[src/rtl/seg_pkg.sv]
// Shared definitions for the multiplexed seven-segment scan decoder:
// active-low segment constants, scanner state encoding and the pattern decoder.
package seg_pkg;

  localparam logic [6:0] SEG_0     = 7'h40;
  localparam logic [6:0] SEG_1     = 7'h79;
  localparam logic [6:0] SEG_2     = 7'h24;
  localparam logic [6:0] SEG_3     = 7'h30;
  localparam logic [6:0] SEG_4     = 7'h19;
  localparam logic [6:0] SEG_5     = 7'h12;
  localparam logic [6:0] SEG_6     = 7'h02;
  localparam logic [6:0] SEG_7     = 7'h78;
  localparam logic [6:0] SEG_8     = 7'h00;
  localparam logic [6:0] SEG_9     = 7'h10;
  localparam logic [6:0] SEG_A     = 7'h08;
  localparam logic [6:0] SEG_B     = 7'h03;
  localparam logic [6:0] SEG_C     = 7'h46;
  localparam logic [6:0] SEG_D     = 7'h21;
  localparam logic [6:0] SEG_E     = 7'h06;
  localparam logic [6:0] SEG_F     = 7'h0E;
  localparam logic [6:0] SEG_BLANK = 7'h7F;

  typedef enum logic [1:0] {
    StIdle,
    StTrack,
    StHeld
  } scan_state_e;

  typedef struct packed {
    logic       valid;
    logic       blank;
    logic [3:0] value;
  } seg_dec_t;

  // Neither valid nor blank means the pattern is outside the table.
  function automatic seg_dec_t seg_decode(input logic [6:0] seg);
    seg_dec_t r;
    r = '0;
    case (seg)
      SEG_0:     r = {1'b1, 1'b0, 4'h0};
      SEG_1:     r = {1'b1, 1'b0, 4'h1};
      SEG_2:     r = {1'b1, 1'b0, 4'h2};
      SEG_3:     r = {1'b1, 1'b0, 4'h3};
      SEG_4:     r = {1'b1, 1'b0, 4'h4};
      SEG_5:     r = {1'b1, 1'b0, 4'h5};
      SEG_6:     r = {1'b1, 1'b0, 4'h6};
      SEG_7:     r = {1'b1, 1'b0, 4'h7};
      SEG_8:     r = {1'b1, 1'b0, 4'h8};
      SEG_9:     r = {1'b1, 1'b0, 4'h9};
      SEG_A:     r = {1'b1, 1'b0, 4'hA};
      SEG_B:     r = {1'b1, 1'b0, 4'hB};
      SEG_C:     r = {1'b1, 1'b0, 4'hC};
      SEG_D:     r = {1'b1, 1'b0, 4'hD};
      SEG_E:     r = {1'b1, 1'b0, 4'hE};
      SEG_F:     r = {1'b1, 1'b0, 4'hF};
      SEG_BLANK: r = {1'b0, 1'b1, 4'h0};
      default:   r = '0;
    endcase
    return r;
  endfunction

endpackage

[src/rtl/seg_stable_filter.sv]
// Debounces the sampled {d,seg} pair: a valid pair must be seen STABLE_CYCLES
// consecutive edges before a single capture strobe is issued.
module seg_stable_filter
  import seg_pkg::*;
#(
  parameter int unsigned STABLE_CYCLES = 4
) (
  input  logic       clk,
  input  logic       reset,
  input  logic [7:0] d,
  input  logic [6:0] seg,
  output logic       cap,
  output logic [7:0] cap_d,
  output logic [6:0] cap_seg
);

  localparam logic [3:0] CntMax = 4'(STABLE_CYCLES);

  scan_state_e state_q, state_d;
  logic [3:0]  cnt_q, cnt_d;
  logic [14:0] ref_q, ref_d;
  logic        sel_ok;
  logic        same;

  assign sel_ok = $onehot(~d);
  assign same   = ({d, seg} == ref_q);

  always_ff @(posedge clk or negedge reset) begin
    if (!reset) begin
      state_q <= StIdle;
      cnt_q   <= '0;
      ref_q   <= '1;
    end else begin
      state_q <= state_d;
      cnt_q   <= cnt_d;
      ref_q   <= ref_d;
    end
  end

  always_comb begin
    state_d = state_q;
    cnt_d   = cnt_q;
    ref_d   = {d, seg};
    if (!sel_ok) begin
      state_d = StIdle;
      cnt_d   = '0;
    end else if (!same || state_q == StIdle) begin
      state_d = StTrack;
      cnt_d   = 4'd1;
    end else if (state_q == StTrack) begin
      if (cnt_q >= CntMax - 4'd1) begin
        state_d = StHeld;
        cnt_d   = CntMax;
      end else begin
        cnt_d = cnt_q + 4'd1;
      end
    end
    // StHeld with an unchanged pair keeps the saturated count.
  end

  always_comb begin
    cap     = sel_ok && same && (state_q == StTrack) && (cnt_q >= CntMax - 4'd1);
    cap_d   = d;
    cap_seg = seg;
  end

endmodule

[src/rtl/seg_scan_decoder.sv]
// Recovers hex digits from a scanned, active-low seven-segment display bus and
// keeps one decoded value per digit, plus update/frame/error reporting.
module seg_scan_decoder
  import seg_pkg::*;
#(
  parameter int unsigned STABLE_CYCLES = 4
) (
  input  logic       clk,
  input  logic       reset,
  input  logic [7:0] d,
  input  logic [6:0] seg,
  input  logic [2:0] rd_sel,
  input  logic       clr_err,
  output logic [3:0] rd_num,
  output logic       rd_valid,
  output logic       digit_update,
  output logic [2:0] upd_idx,
  output logic       frame_done,
  output logic       seg_err
);

  logic       cap;
  logic [7:0] cap_d;
  logic [6:0] cap_seg;

  seg_stable_filter #(
    .STABLE_CYCLES(STABLE_CYCLES)
  ) u_filter (
    .clk    (clk),
    .reset  (reset),
    .d      (d),
    .seg    (seg),
    .cap    (cap),
    .cap_d  (cap_d),
    .cap_seg(cap_seg)
  );

  logic [7:0][3:0] value_q;
  logic [7:0]      valid_q;
  logic [7:0]      seen_q;
  logic            err_q;
  logic            upd_q;
  logic [2:0]      idx_q;
  logic            fd_q;

  logic [2:0] cap_idx;
  seg_dec_t   dec;
  logic [7:0] seen_set;
  logic       frame_full;
  logic       cap_bad;

  always_comb begin
    cap_idx = '0;
    for (int i = 0; i < 8; i++) begin
      if (!cap_d[i]) cap_idx = 3'(i);
    end
    dec        = seg_decode(cap_seg);
    seen_set   = seen_q | (8'b1 << cap_idx);
    frame_full = &seen_set;
    cap_bad    = cap && !dec.valid && !dec.blank;
  end

  always_ff @(posedge clk or negedge reset) begin
    if (!reset) begin
      value_q <= '0;
      valid_q <= '0;
      seen_q  <= '0;
      err_q   <= 1'b0;
      upd_q   <= 1'b0;
      idx_q   <= '0;
      fd_q    <= 1'b0;
    end else begin
      upd_q <= cap;
      fd_q  <= cap && frame_full;
      if (cap) begin
        value_q[cap_idx] <= dec.valid ? dec.value : 4'd0;
        valid_q[cap_idx] <= dec.valid;
        seen_q           <= frame_full ? 8'd0 : seen_set;
        idx_q            <= cap_idx;
      end
      // A fresh invalid capture takes priority over the clear request.
      if (cap_bad) begin
        err_q <= 1'b1;
      end else if (clr_err) begin
        err_q <= 1'b0;
      end
    end
  end

  assign rd_num       = value_q[rd_sel];
  assign rd_valid     = valid_q[rd_sel];
  assign digit_update = upd_q;
  assign upd_idx      = idx_q;
  assign frame_done   = fd_q;
  assign seg_err      = err_q;

endmodule

[config.mk]
export PLATFORM = sky130hd
export DESIGN_NAME = seg_scan_decoder
export DESIGN_NICKNAME = d
export VERILOG_FILES = /design/src/rtl/seg_pkg.sv /design/src/rtl/seg_stable_filter.sv /design/src/rtl/seg_scan_decoder.sv
export SDC_FILE = /design/constraint.sdc
export NUM_CORES = 1
export LEC_CHECK = 0
export ABC_AREA = 1
export BUFFER_PORTS_ARGS = -buffer_cell sky130_fd_sc_hd__buf_2
export CORE_MARGIN = 2
export CORE_UTILIZATION = 65
export CTS_CLUSTER_DIAMETER = 80
export DETAILED_ROUTE_END_ITERATION = 10
export PLACE_DENSITY = 0.85
export SYNTH_ARGS = -nofsm -noshare
export SYNTH_HDL_FRONTEND = slang
export SYNTH_SLANG_ARGS = --single-unit
[constraint.sdc]
create_clock -name clk -period 4.8 [get_ports clk]
set_input_delay 0.24 -clock clk [delete_from_list [all_inputs] [get_ports clk]]
set_output_delay 0.24 -clock clk [all_outputs]
set_load 0.02 [all_outputs]
# Word-level counts from Yosys, hierarchy flattened
# Index checks and enable logic that the tools add are counted.
[word_totals] output_inout_bits=11 in_bits=21 ff_bits=75 wordCells=99
[classes] mux=30 n_bitwise=2 order_cmp=4 n_eq_ne=21 reduce_logical=16 addsub=8 n_shift=1
[ops] operator="case mux 6 bit (17 select lines)" n=1
[ops] operator="equality test 7 bit (second input constant)" n=5
[ops] operator="bitwise mux 32 bit" n=1
[ops] operator="2-to-1 mux 4 bit" n=7
[ops] operator="equality test 7 x 5 -> 1 bit (second input constant)" n=3
[ops] operator="equality test 7 x 6 -> 1 bit (second input constant)" n=3
[ops] operator="equality test 15 bit" n=1
[ops] operator="2-to-1 mux 3 bit" n=5
[ops] operator="equality test 7 x 2 -> 1 bit (second input constant)" n=2
[ops] operator="equality test 7 x 4 -> 1 bit (second input constant)" n=2
[ops] operator="adder 4 bit" n=3
[ops] operator="binary-select mux 4 bit (select 3 bit)" n=1
[ops] operator="demux 4 bit (select 3 bit)" n=1
[ops] operator="2-to-1 mux 2 bit" n=5
[ops] operator="adder 1 x 1 -> 2 bit" n=4
[ops] operator="bitwise mux 8 bit" n=1
[ops] operator="< comparator 3 x 4 -> 1 bit (second input constant)" n=2
[ops] operator="2-to-1 mux 8 bit" n=1
[ops] operator="inverter 8 bit" n=1
[ops] operator="bitwise OR 8 bit" n=1
[ops] operator="AND reduction 8 bit" n=1
[ops] operator="left shift 1 x 3 -> 8 bit (first input constant)" n=1
[ops] operator="equality test 7 x 3 -> 1 bit (second input constant)" n=1
[ops] operator="logical AND 1 bit" n=7
[ops] operator="15 further kinds" n=22

# Depth between registers and ports, before layout
# Gate-level depths: netlist of the first run.
[depth] ltp_word=12 depth_mapped=17 depth_no_buf=17

# Hierarchy
# Synthesis of the first run repeated with hierarchy kept, for this count alone.
[hier_totals] cells_unflattened=552 hier_area_um2=4160.2
[by_module_without_submodules] module="seg_scan_decoder" area_each_um2=2851.5 instances=1 cells_per_inst=391 seq_area_each_um2=1351.3
[by_module_without_submodules] module="seg_stable_filter" area_each_um2=1308.8 instances=1 cells_per_inst=161 seq_area_each_um2=544.3

# Worst setup path after synthesis of the first run
# OpenSTA, ideal clock, no wires.
[synth_timing] path_type="input to register" from="in d[4]" to="reg seen_q[0]" t_arrival_ps=3130 stages=17 setup_time_ps=120 required_time_ps=4680 path_buffers=1 slack_ps=1549 path_cell_list="inv_2 > ha_1 > fa_1 > inv_1 > fa_1 > inv_1 > ha_1 > fa_1 > nor2_1 > nand2_1 > inv_1 > nand4_2 > buf_6 > nor2_2 > nand2_1 > nor2_2 > nor2_1"
[synth_via] elab_chain_cells=8 word_cells_on_any_way=17 cone_classes="3 x add/sub; 2 x eq/ne; 1 x shift; 5 x mux; 2 x bitwise; 4 x reduce/logical"
[synth_rtl] item="start, declared" line="seg_scan_decoder.sv:10" rtl="input logic [7:0] d,"
[synth_rtl] item="inverter 8 bit or 2-to-1 mux 3 bit (tied branches)" line="seg_stable_filter.sv:25, seg_scan_decoder.sv:55"
[synth_rtl] item="adder 1 x 1 -> 2 bit (implied by the code) or 2-to-1 mux 3 bit (tied branches)" line="seg_stable_filter.sv:25, seg_scan_decoder.sv:55"
[synth_rtl] item="adder 4 bit (implied by the code) or 2-to-1 mux 3 bit (tied branches) (2 in a row)" line="seg_stable_filter.sv:25, seg_scan_decoder.sv:55"
[synth_rtl] item="equality test 4 x 1 -> 1 bit or left shift 1 x 3 -> 8 bit (tied branches)" line="seg_stable_filter.sv:25, seg_scan_decoder.sv:58"
[synth_rtl] item="logical AND 1 bit or bitwise OR 8 bit (tied branches)" line="seg_stable_filter.sv:62, seg_scan_decoder.sv:58"
[synth_rtl] item="logical AND 1 bit or AND reduction 8 bit (tied branches)" line="seg_stable_filter.sv:62, seg_scan_decoder.sv:59"
[synth_rtl] item="logical AND 1 bit or 2-to-1 mux 8 bit (tied branches)" line="seg_stable_filter.sv:62, seg_scan_decoder.sv:78"
[synth_rtl] item="end signal, assigned" line="seg_scan_decoder.sv:78" rtl="seen_q <= frame_full ? 8'd0 : seen_set;"
[synth_rtl] item="end, declared" line="seg_scan_decoder.sv:40" rtl="logic [7:0] seen_q;"
# Several ways; a longest one is shown, not always the timed one.
# A chain may end at the register's enable or synchronous reset.

# Worst setup path in the final report of the first run
[layout_timing] from="in d[1]" to="reg value_q[0] in the netlist's numbering"
[layout_via] elab_chain_cells=12 word_cells_on_any_way=22 cone_classes="3 x add/sub; 2 x order compare; 2 x eq/ne; 10 x mux; 1 x bitwise; 4 x reduce/logical"
[layout_rtl] item="2-to-1 mux 1 bit" line="seg_scan_decoder.sv:55" rtl="if (!cap_d[i]) cap_idx = 3'(i);"
[layout_rtl] item="2-to-1 mux 2 bit" line="seg_scan_decoder.sv:55"
[layout_rtl] item="2-to-1 mux 3 bit (5 in a row)" line="seg_scan_decoder.sv:55"
[layout_rtl] item="< comparator 3 x 4 -> 1 bit (implied by the code) or >= comparator 3 x 1 -> 1 bit (tied branches)" line="seg_scan_decoder.sv:76" rtl="value_q[cap_idx] <= dec.valid ? dec.value : 4'd0;"
[layout_rtl] item="logical AND 1 bit (implied by the code)" line="seg_scan_decoder.sv:76"
[layout_rtl] item="2-to-1 mux 4 bit" line="seg_scan_decoder.sv:76"
[layout_rtl] item="demux 4 bit (select 3 bit)" line="seg_scan_decoder.sv:76"
[layout_rtl] item="bitwise mux 32 bit" line="seg_scan_decoder.sv:76"
[layout_rtl] item="end signal, assigned by index" line="seg_scan_decoder.sv:76"
[layout_rtl] item="end, declared" line="seg_scan_decoder.sv:38" rtl="logic [7:0][3:0] value_q;"
# Several ways; a longest one is shown, not always the timed one.

==> flow_summary.ini, run 1 <==
[floorplanning]
die_area_um2 = 7040
boundaryPins = 32
fp.dieW_um = 83.9
rows = 29
core_area_um2 = 6280
initial_utilization_pct = 66.2
die_height_um = 83.9

[job]
max_cap_viol_count = 0

[final_layout]
synthToLayoutAreaGrowth_pct = 9.46
nets = 617
diodes = 0
design_area_um2 = 4550
layout_commonest_cell = nand2_1
final_cell_mix = nand2_1 (135), nor2_1 (101), inv_1 (72)
layout-drive-gt1-share_pct = 14.6

[timing]
setup_violations = 0
skew_ns = 0.0127
rsz0062_at_grt = no
slew_violations = 0
tightestPinTransition_ns = 0.926
fin_ws_ns = 0.638
slew_headroom_pct = 38.3
clock.fmax_mhz = 240
finalCriticalPeriod_ns = 4.16
fin_crit_sh_pct = 86.7
tns_ns = 0
hold_violations = 0

[logic_synthesis]
async_flop_share_pct = 100
synthTopCellsByArea = dfrtp_1 (36%), nand2_1 (12%), dfstp_2 (9.5%)
synth_nets = 584
syn-cell-area_um2 = 4150
seq_area_frac_synth_pct = 45.6
ys_types = 36
ys_ff_latch = 75
synth_edf_count = 0
synth_top_cell_by_area = dfrtp_1
synth_top_area_share_pct = 36.2
synthCells = 550
yosys_most_used_dff = dfrtp_1
syn_area_per_cell_um2 = 7.55
ys.warnings.count = 0

[clocking]
cts_resized = 0
cts-root-buf = clkbuf_8
numCtsBuffers = 9
clkTransAtPathRegs_ns = 0.09
clk_latency_ns = 0.36
htree_levels = 3
cts_tree = done
clk_path_buf_depth = 2
cts_sinks = 75

[critical_path]
path_buf_inv = 6
end_kind = flop
worst_ep_arrival_time_ns = 4.39
crit_chain = dlygate4sd3_1, buf_2, inv_1, ha_1, fa_1, inv_1, fa_1, inv_1, ha_1, fa_1, nor2_1, nand2_1, inv_1, nand4_2, nor2_1, o21ai_0
r2r-start = u_filter.ref_q[8]
crit_slowest_cell = nor2_1
worstSetupPathType = in -> reg
r2r_slack_ns = 2.44
rr_worst_depth = 9
critPathMaxStageDelay_ns = 0.62
required_ns = 5.03
worstReg2RegEnd = value_q[0]
crit_family = adder cells
crit_fanout = 13
startpoint_type = input pin
cpMostUsedCell = inv_1

[power_and_ir_drop]
finalPower_mw = 1.29
power.density_nw_per_um2 = 284
leakage_nw = 2.43
ir_drop_mv = 0.256

[route]
drc = 0
drtAntennaViolNets = 0
first_pass_iters = 5
drtIter0Drc = 283
vias = 3569
wire_per_inst_um = 13.6
viasPerCell = 5.37
wl_mm = 9.01

[worst_hold_path]
holdPathEnd = u_filter.ref_q[13]
worstHoldPathType = in -> reg
min_path_cells = 1
worstHoldStart = d[6]

[global_route]
grt_max_degree = 76
grt_pass1_wl_mm = 15.9
first_global_vias = 3486
grt.overflow.total = 0
grt_use_total_pct = 28.4
antenna_found_initial = 0

[place]
gp_congestion = 0.873
numPortBuffers = 31
dp_hpwl_mm = 6.56
dp_slack_ns = 0.749
post_dp_cell_area_um2 = 4340

[run_status]
outcome = finished, final reports clean
==> cells by family (layout without fill, tap and decap cells) <==
group,Yosys count,in the layout,share of synthesized area [%]
simple gates,285,285,30.0
buf+inv,93,131,9.04
compound gates,82,82,10.2
flops,75,75,45.6
fa+ha+maj,13,13,4.64
xor+xnor,2,2,0.422
==> per-layer routing <==
layer | vias to the layer above | wire length, um | track usage (%)
li1 | 1794 | - | -
met1 | 1634 | 4130 | 39.4
met2 | 125 | 4270 | 44.5
met3 | 16 | 472 | 4.85
met4 | 0 | 142 | 12.2
met5 | - | 0 | 0
==> flip-flops by register name (all words and copies together), names as in the netlist <==
| name | flops |
|---|---|
| digit_update | 1 |
| frame_done | 1 |
| seen_q | 8 |
| seg_err | 1 |
| u_filter.cnt_q | 4 |
| u_filter.ref_q | 15 |
| u_filter.state_q | 2 |
| upd_idx | 3 |
| valid_q | 8 |
| value_q | 32 |
==> cell type report <==
| cell class | count | area (um^2) |
|---|---|---|
| clock buffer | 9 | 124 |
| multi-input combinational | 382 | 1880 |
| timing repair buffer | 34 | 183 |
| inverter | 81 | 304 |
| sequential | 75 | 1900 |
| tap | 77 | 96.3 |
| clock inverter | 7 | 61.3 |
| fill | 472 | 1730 |
==> worst max path at each step <==
stage,start,endpoint,cells after the start
final,d[1],value_q[0],16
after global routing,d[1],seen_q[0],17
after CTS,d[0],valid_q[2],17
after detailed placement,d[4],value_q[0],15
after global placement,d[4],value_q[1],15
after floorplan,d[4],seen_q[0],17
==> metrics by stage <==
step,util (%),hold slack [ns],cells
2_1_floorplan,-,-0.0556,550
3_3_place_gp,69.1,0.365,647
3_5_place_dp,69.1,0.368,647
4_1_cts,72.4,0.00479,665
5_1_grt,72.4,0.00882,665
6_report,72.4,0.0102,665
==> synthesized netlist by cell type (all sizes together) (2+ instances only) <==
| cell | number |
|---|---|
| a21oi | 25 |
| a31oi | 6 |
| buf | 6 |
| clkbuf | 6 |
| clkinv | 2 |
| dfrtp | 60 |
| dfstp | 15 |
| fa | 4 |
| ha | 9 |
| inv | 79 |
| nand2 | 136 |
| nand3 | 25 |
| nand4 | 5 |
| nor2 | 108 |
| nor3 | 6 |
| o21ai | 46 |
| o22ai | 4 |
==> repair_timing <==
item	in CTS	in global routing
setup buffers	0	0
hold buffers	2	0
hold endpoints to repair	2	0
==> where the power goes <==
group          switching [mW]  internal [mW]
combinational           0.118         0.0548
sequential            0.00903          0.649
clock                   0.264          0.196
Note: power is estimated with default switching activity, not from simulation.
==> run 2: changes to the inputs <==
PLACE_DENSITY = 0.95   (was 0.85)
==> run 2 against run 1 <==
Clock power rose by 11%. Global-route usage fell by 1.5 points. Fmax fell by 3.1%. Critical path depth rose by 1. Largest power group unchanged. Register-to-register slack got worse by 0.10 ns. Design area rose by 0.47%. Non-clock buffer count did not move. Critical endpoint is now value_q[9]. Hold slack improved by 0.0023 ns. Die area did not move. Clock skew rose by 0.0031 ns. Count of clock-buffer cells in the layout did not move.
==> flow_summary.ini, run 2 (synthesis gave the netlist of run 1 again) <==
[final_layout]
multi_input_area_um2 = 1880
design_area_um2 = 4570
nFillCells = 444
synthToLayoutAreaGrowth_pct = 9.97
final_cell_mix = nand2_1 (135), nor2_1 (101), inv_1 (72)
largestRegisters = value_q: 32 flops, u_filter.ref_q: 15 flops
seqCellArea_um2 = 1900
layout_commonest_cell = nand2_1
largest_reg_flops = 32
diodes = 0
layout-drive-gt1-share_pct = 14.6
nets = 617
top_register = value_q

[power_and_ir_drop]
finalPower_mw = 1.35
leakage_nw = 2.44
power.density_nw_per_um2 = 295
ir_drop_mv = 0.256

[critical_path]
end_kind = flop
r2r-start = u_filter.ref_q[11]
crit_end = value_q[9]
required_ns = 5.08
rr_worst_depth = 10
worstSetupPathType = in -> reg
critPathMaxStageDelay_ns = 0.63
r2r_slack_ns = 2.34
worstReg2RegEnd = value_q[9]
crit_chain = dlygate4sd3_1, buf_2, inv_1, ha_1, fa_1, inv_1, fa_1, inv_1, ha_1, fa_1, nor2_1, nand2_1, inv_1, nand4_2, nor2_1, nor2_1, a21oi_1
cpMostUsedCell = inv_1
crit_slowest_cell = nor2_1
startpoint_type = input pin
worst_ep_arrival_time_ns = 4.57
crit_fanout = 13
critPathLaunch = d[0]

[timing]
clock.fmax_mhz = 233
fin_crit_sh_pct = 89.5
slew_violations = 0
fin_ws_ns = 0.505
rsz0062_at_grt = no
finalCriticalPeriod_ns = 4.29
slew_headroom_pct = 39.0
tns_ns = 0
skew_ns = 0.0158
hold_violations = 0
setup_violations = 0
tightestPinTransition_ns = 0.915
worst_hold_slack_ns = 0.0125

[global_route]
antenna_found_initial = 0
grt.overflow.total = 0
grt_pass1_wl_mm = 15.3
grt_max_degree = 76
grt_use_total_pct = 26.9
first_global_vias = 3467

[clocking]
cts_setup_buffers = 0
cts_sinks = 75
cts_resized = 0
numCtsBuffers = 9
clk_latency_ns = 0.37
htree_levels = 3
clkTransAtPathRegs_ns = 0.08
ctsHoldBuffers = 2
cts_tree = done
cts-root-buf = clkbuf_8
clk_path_buf_depth = 2

[route]
vias = 3699
wire_per_inst_um = 13.8
viasPerCell = 5.56
wl_mm = 9.19
first_pass_iters = 5
drtAntennaViolNets = 0
drtIter0Drc = 441
drc = 0

[floorplanning]
initial_utilization_pct = 66.2
die_area_um2 = 7040
core_area_um2 = 6280
boundaryPins = 32
rows = 29
fp.dieW_um = 83.9
die_height_um = 83.9

[job]
max_cap_viol_count = 0

[place]
numPortBuffers = 31
dp_slack_ns = 0.666
dp_hpwl_mm = 6.48
gp_congestion = 0.940
post_dp_cell_area_um2 = 4340

[worst_hold_path]
worstHoldPathType = in -> reg

[run_status]
outcome = finished, final reports clean
run 2: cell count changes in the layout (fill, tap and decap cells not counted), sizes merged:
cell    change
clkinv      -2
inv         +1
bufinv      +1
run 2: final cells by class:
class	count	area share, %
sequential	75	41.5
multi-input combinational	382	41.2
inverter	81	6.66
timing repair buffer	34	4.00
clock buffer	9	2.71
tap	77	2.11
clock inverter	7	1.81
run 2: worst min-delay path by stage:
stage | startpoint | cells past startpoint | end
6_report | d[6] | 1 | u_filter.ref_q[13]
5_1_grt | d[6] | 1 | u_filter.ref_q[13]
4_1_cts | d[6] | 1 | u_filter.ref_q[13]
3_5_place_dp | d[1] | 1 | u_filter.ref_q[8]
3_3_place_gp | d[1] | 1 | u_filter.ref_q[8]
2_1_floorplan | reset | 0 | digit_update
run 2: worst max-delay path: cells and delay by family:
family / cells / cell delay (ns)
AOI/OAI and AO/OA: 1 / 0.15
adders and majority gates: 5 / 1.88
buffers and inverters: 6 / 0.98
and+or+nand+nor: 5 / 1.31
run 2: power by group:
group	internal, mW	leakage (nW)	switching [mW]	total (mW)
Sequential	0.649	0.954	0.00935	0.658
Combinational	0.0557	1.38	0.120	0.175
Clock	0.249	0.0988	0.263	0.512
run 2: metrics by stage:
stage / utilization, % / std cells
after floorplan: - / 550
after global placement: 69.1 / 647
after detailed placement: 69.1 / 647
after CTS: 72.8 / 665
after global routing: 72.8 / 665
final: 72.8 / 665
run 2: routing by layer:
metal / global-route usage (%) / up-vias / wire length, um
met5: 0 / - / 0
met4: 10.6 / 0 / 179
met3: 4.45 / 29 / 596
met2: 44.5 / 161 / 4510
met1: 35.7 / 1714 / 3910
li1: - / 1795 / -
==> run 3: changes to the inputs <==
==> constraint.sdc (replaced) <==
create_clock -name clk -period 4.8 [get_ports clk]
set_input_delay 0 -clock clk [delete_from_list [all_inputs] [get_ports clk]]
set_output_delay 0 -clock clk [all_outputs]
set_load 0.02 [all_outputs]
==> run 3 against run 2 <==
Design area up 3.3%. Global-route usage up 1.8 points. Sequential cell count unchanged. Core utilization up 2.4 points. Clock power up 1%. Combinational power up 7%. Die area unchanged. Sequential share of layout area down 1.3 points. Via count up 4.1%. Count of clock-buffer cells in the layout unchanged. Critical path depth unchanged.
==> flow_summary.ini, run 3 (synthesis gave the netlist of run 1 again) <==
[power_and_ir_drop]
switchingPower_mw = 0.402
p_comb_share_pct = 13.7
p_sw_share_pct = 29.5
p_int_mw = 0.962
p_clk_share_pct = 37.9
power.density_nw_per_um2 = 289
leakage_nw = 2.50
pwr-share-seq_pct = 48.3
ir_drop_mv = 0.253

[clocking]
cts-root-buf = clkbuf_8
cts_sinks = 75
cts_tree = done
clkTransAtPathRegs_ns = 0.09
clk_latency_ns = 0.36
clk_path_buf_depth = 2
numCtsBuffers = 9
htree_levels = 3

[timing]
finalCriticalPeriod_ns = 4.12
tns_ns = 0
rsz0062_at_grt = no
slew_headroom_pct = 38.4
hold_violations = 0
setup_violations = 0
clock.fmax_mhz = 243
fin_ws_ns = 0.683
skew_ns = 0.0141
slew_violations = 0
fin_crit_sh_pct = 85.8
tightestPinTransition_ns = 0.924

[place]
post_dp_cell_area_um2 = 4340
dp_hpwl_mm = 6.48
numPortBuffers = 31
gp_congestion = 0.940
dp_slack_ns = 0.906

[floorplanning]
initial_utilization_pct = 66.2
die_area_um2 = 7040
core_area_um2 = 6280
rows = 29
boundaryPins = 32
fp.dieW_um = 83.9
die_height_um = 83.9

[route]
drc = 0
viasPerCell = 5.66
wl_mm = 9.78
first_pass_iters = 8
drtIter0Drc = 466
vias = 3851
wire_per_inst_um = 14.4
drtAntennaViolNets = 0

[final_layout]
final_cell_mix = nand2_1 (135), nor2_1 (101), inv_1 (72)
nets = 632
design_area_um2 = 4720
largest_reg_flops = 32
layout_commonest_cell = nand2_1
layout-drive-gt1-share_pct = 14.3
largestRegisters = value_q: 32 flops, u_filter.ref_q: 15 flops
synthToLayoutAreaGrowth_pct = 13.6
diodes = 0
top_register = value_q

[worst_hold_path]
min_path_cells = 2
worstHoldPathType = in -> reg

[critical_path]
critPathMaxStageDelay_ns = 0.63
worstSetupPathType = in -> reg
cp.depth = 17
crit_chain = dlygate4sd3_1, buf_2, inv_2, ha_1, fa_1, inv_1, fa_1, inv_1, ha_1, fa_1, nor2_1, nand2_1, inv_1, nand4_2, nor2_1, nor2_1, a21oi_1
worst_ep_arrival_time_ns = 4.40
end_kind = flop
crit_slowest_cell = nor2_1
required_ns = 5.08
crit_family = adder cells
rr_worst_depth = 10
crit_fanout = 13
startpoint_type = input pin
path_buf_inv = 6

[global_route]
grt_busiest_layer = met2
grt_pass1_wl_mm = 16.3
use_met3_pct = 4.25
first_global_vias = 3631
grt.overflow.total = 0
antenna_found_initial = 0
globalRouteMet2Util_pct = 48.9
use_met1_pct = 37.1
grt_max_degree = 76
grt_use_total_pct = 28.8

[run_status]
outcome = finished, final reports clean

[job]
max_cap_viol_count = 0
## run 3: cell types whose count changed in the layout (fill, tap and decap cells not counted)
| cell | change |
|---|---|
| dlygate4sd3_1 | +15 |
## run 3: layout make-up
cell class | instances | area [um^2]
flip-flops and latches | 75 | 1900
multi-input cells | 382 | 1880
fillers | 414 | 1560
repair buffers | 49 | 333
inverters | 81 | 304
clock buffers | 9 | 124
well taps | 77 | 96.3
clock inverters | 7 | 82.6
## run 3: per-layer routing
layer	part of all wire, %	vias to the layer above
met5	0	-
met4	2.8	0
met3	7.2	42
met2	49	215
met1	41	1772
li1	-	1822
## run 3: worst paths after layout
kind	from	endpoint	slack [ns]
worst min-delay path	d[0]	u_filter.ref_q[7]	0.31
worst max-delay path	d[4]	value_q[9]	0.68
min in group asynchronous	reset	seg_err	0.38
worst min register to register	value_q[5]	value_q[5]	0.50
worst max register to register	u_filter.ref_q[11]	value_q[9]	2.37
max in group asynchronous	reset	digit_update	3.80
## run 3: power by group through the flow
| stage | Combinational (mW) | Sequential, mW | Clock, mW |
|---|---|---|---|
| 2_1_floorplan | 0.113 | 0.668 | 0 |
| 3_3_place_gp | 0.163 | 0.669 | 0 |
| 3_5_place_dp | 0.172 | 0.670 | 0 |
| 4_1_cts | 0.184 | 0.658 | 0.516 |
| 5_1_grt | 0.210 | 0.660 | 0.545 |
| 6_report | 0.187 | 0.659 | 0.517 |
## run 3: metrics by stage
step | total power, mW | hold WS (ns) | instances | util, %
floorplan | 0.781 | -0.296 | 550 | -
global placement | 0.831 | 0.125 | 647 | 69.1
detailed placement | 0.842 | 0.129 | 647 | 69.1
CTS | 1.36 | 0.299 | 680 | 75.1
global route | 1.42 | 0.318 | 680 | 75.1
finish | 1.36 | 0.307 | 680 | 75.1
## run 3: repair_timing
action,in CTS,in global routing
setup buffers,0,0
hold buffers,17,0
gates resized for setup,0,0
setup endpoints to repair,0,0
endpoints found under the hold margin,76,0
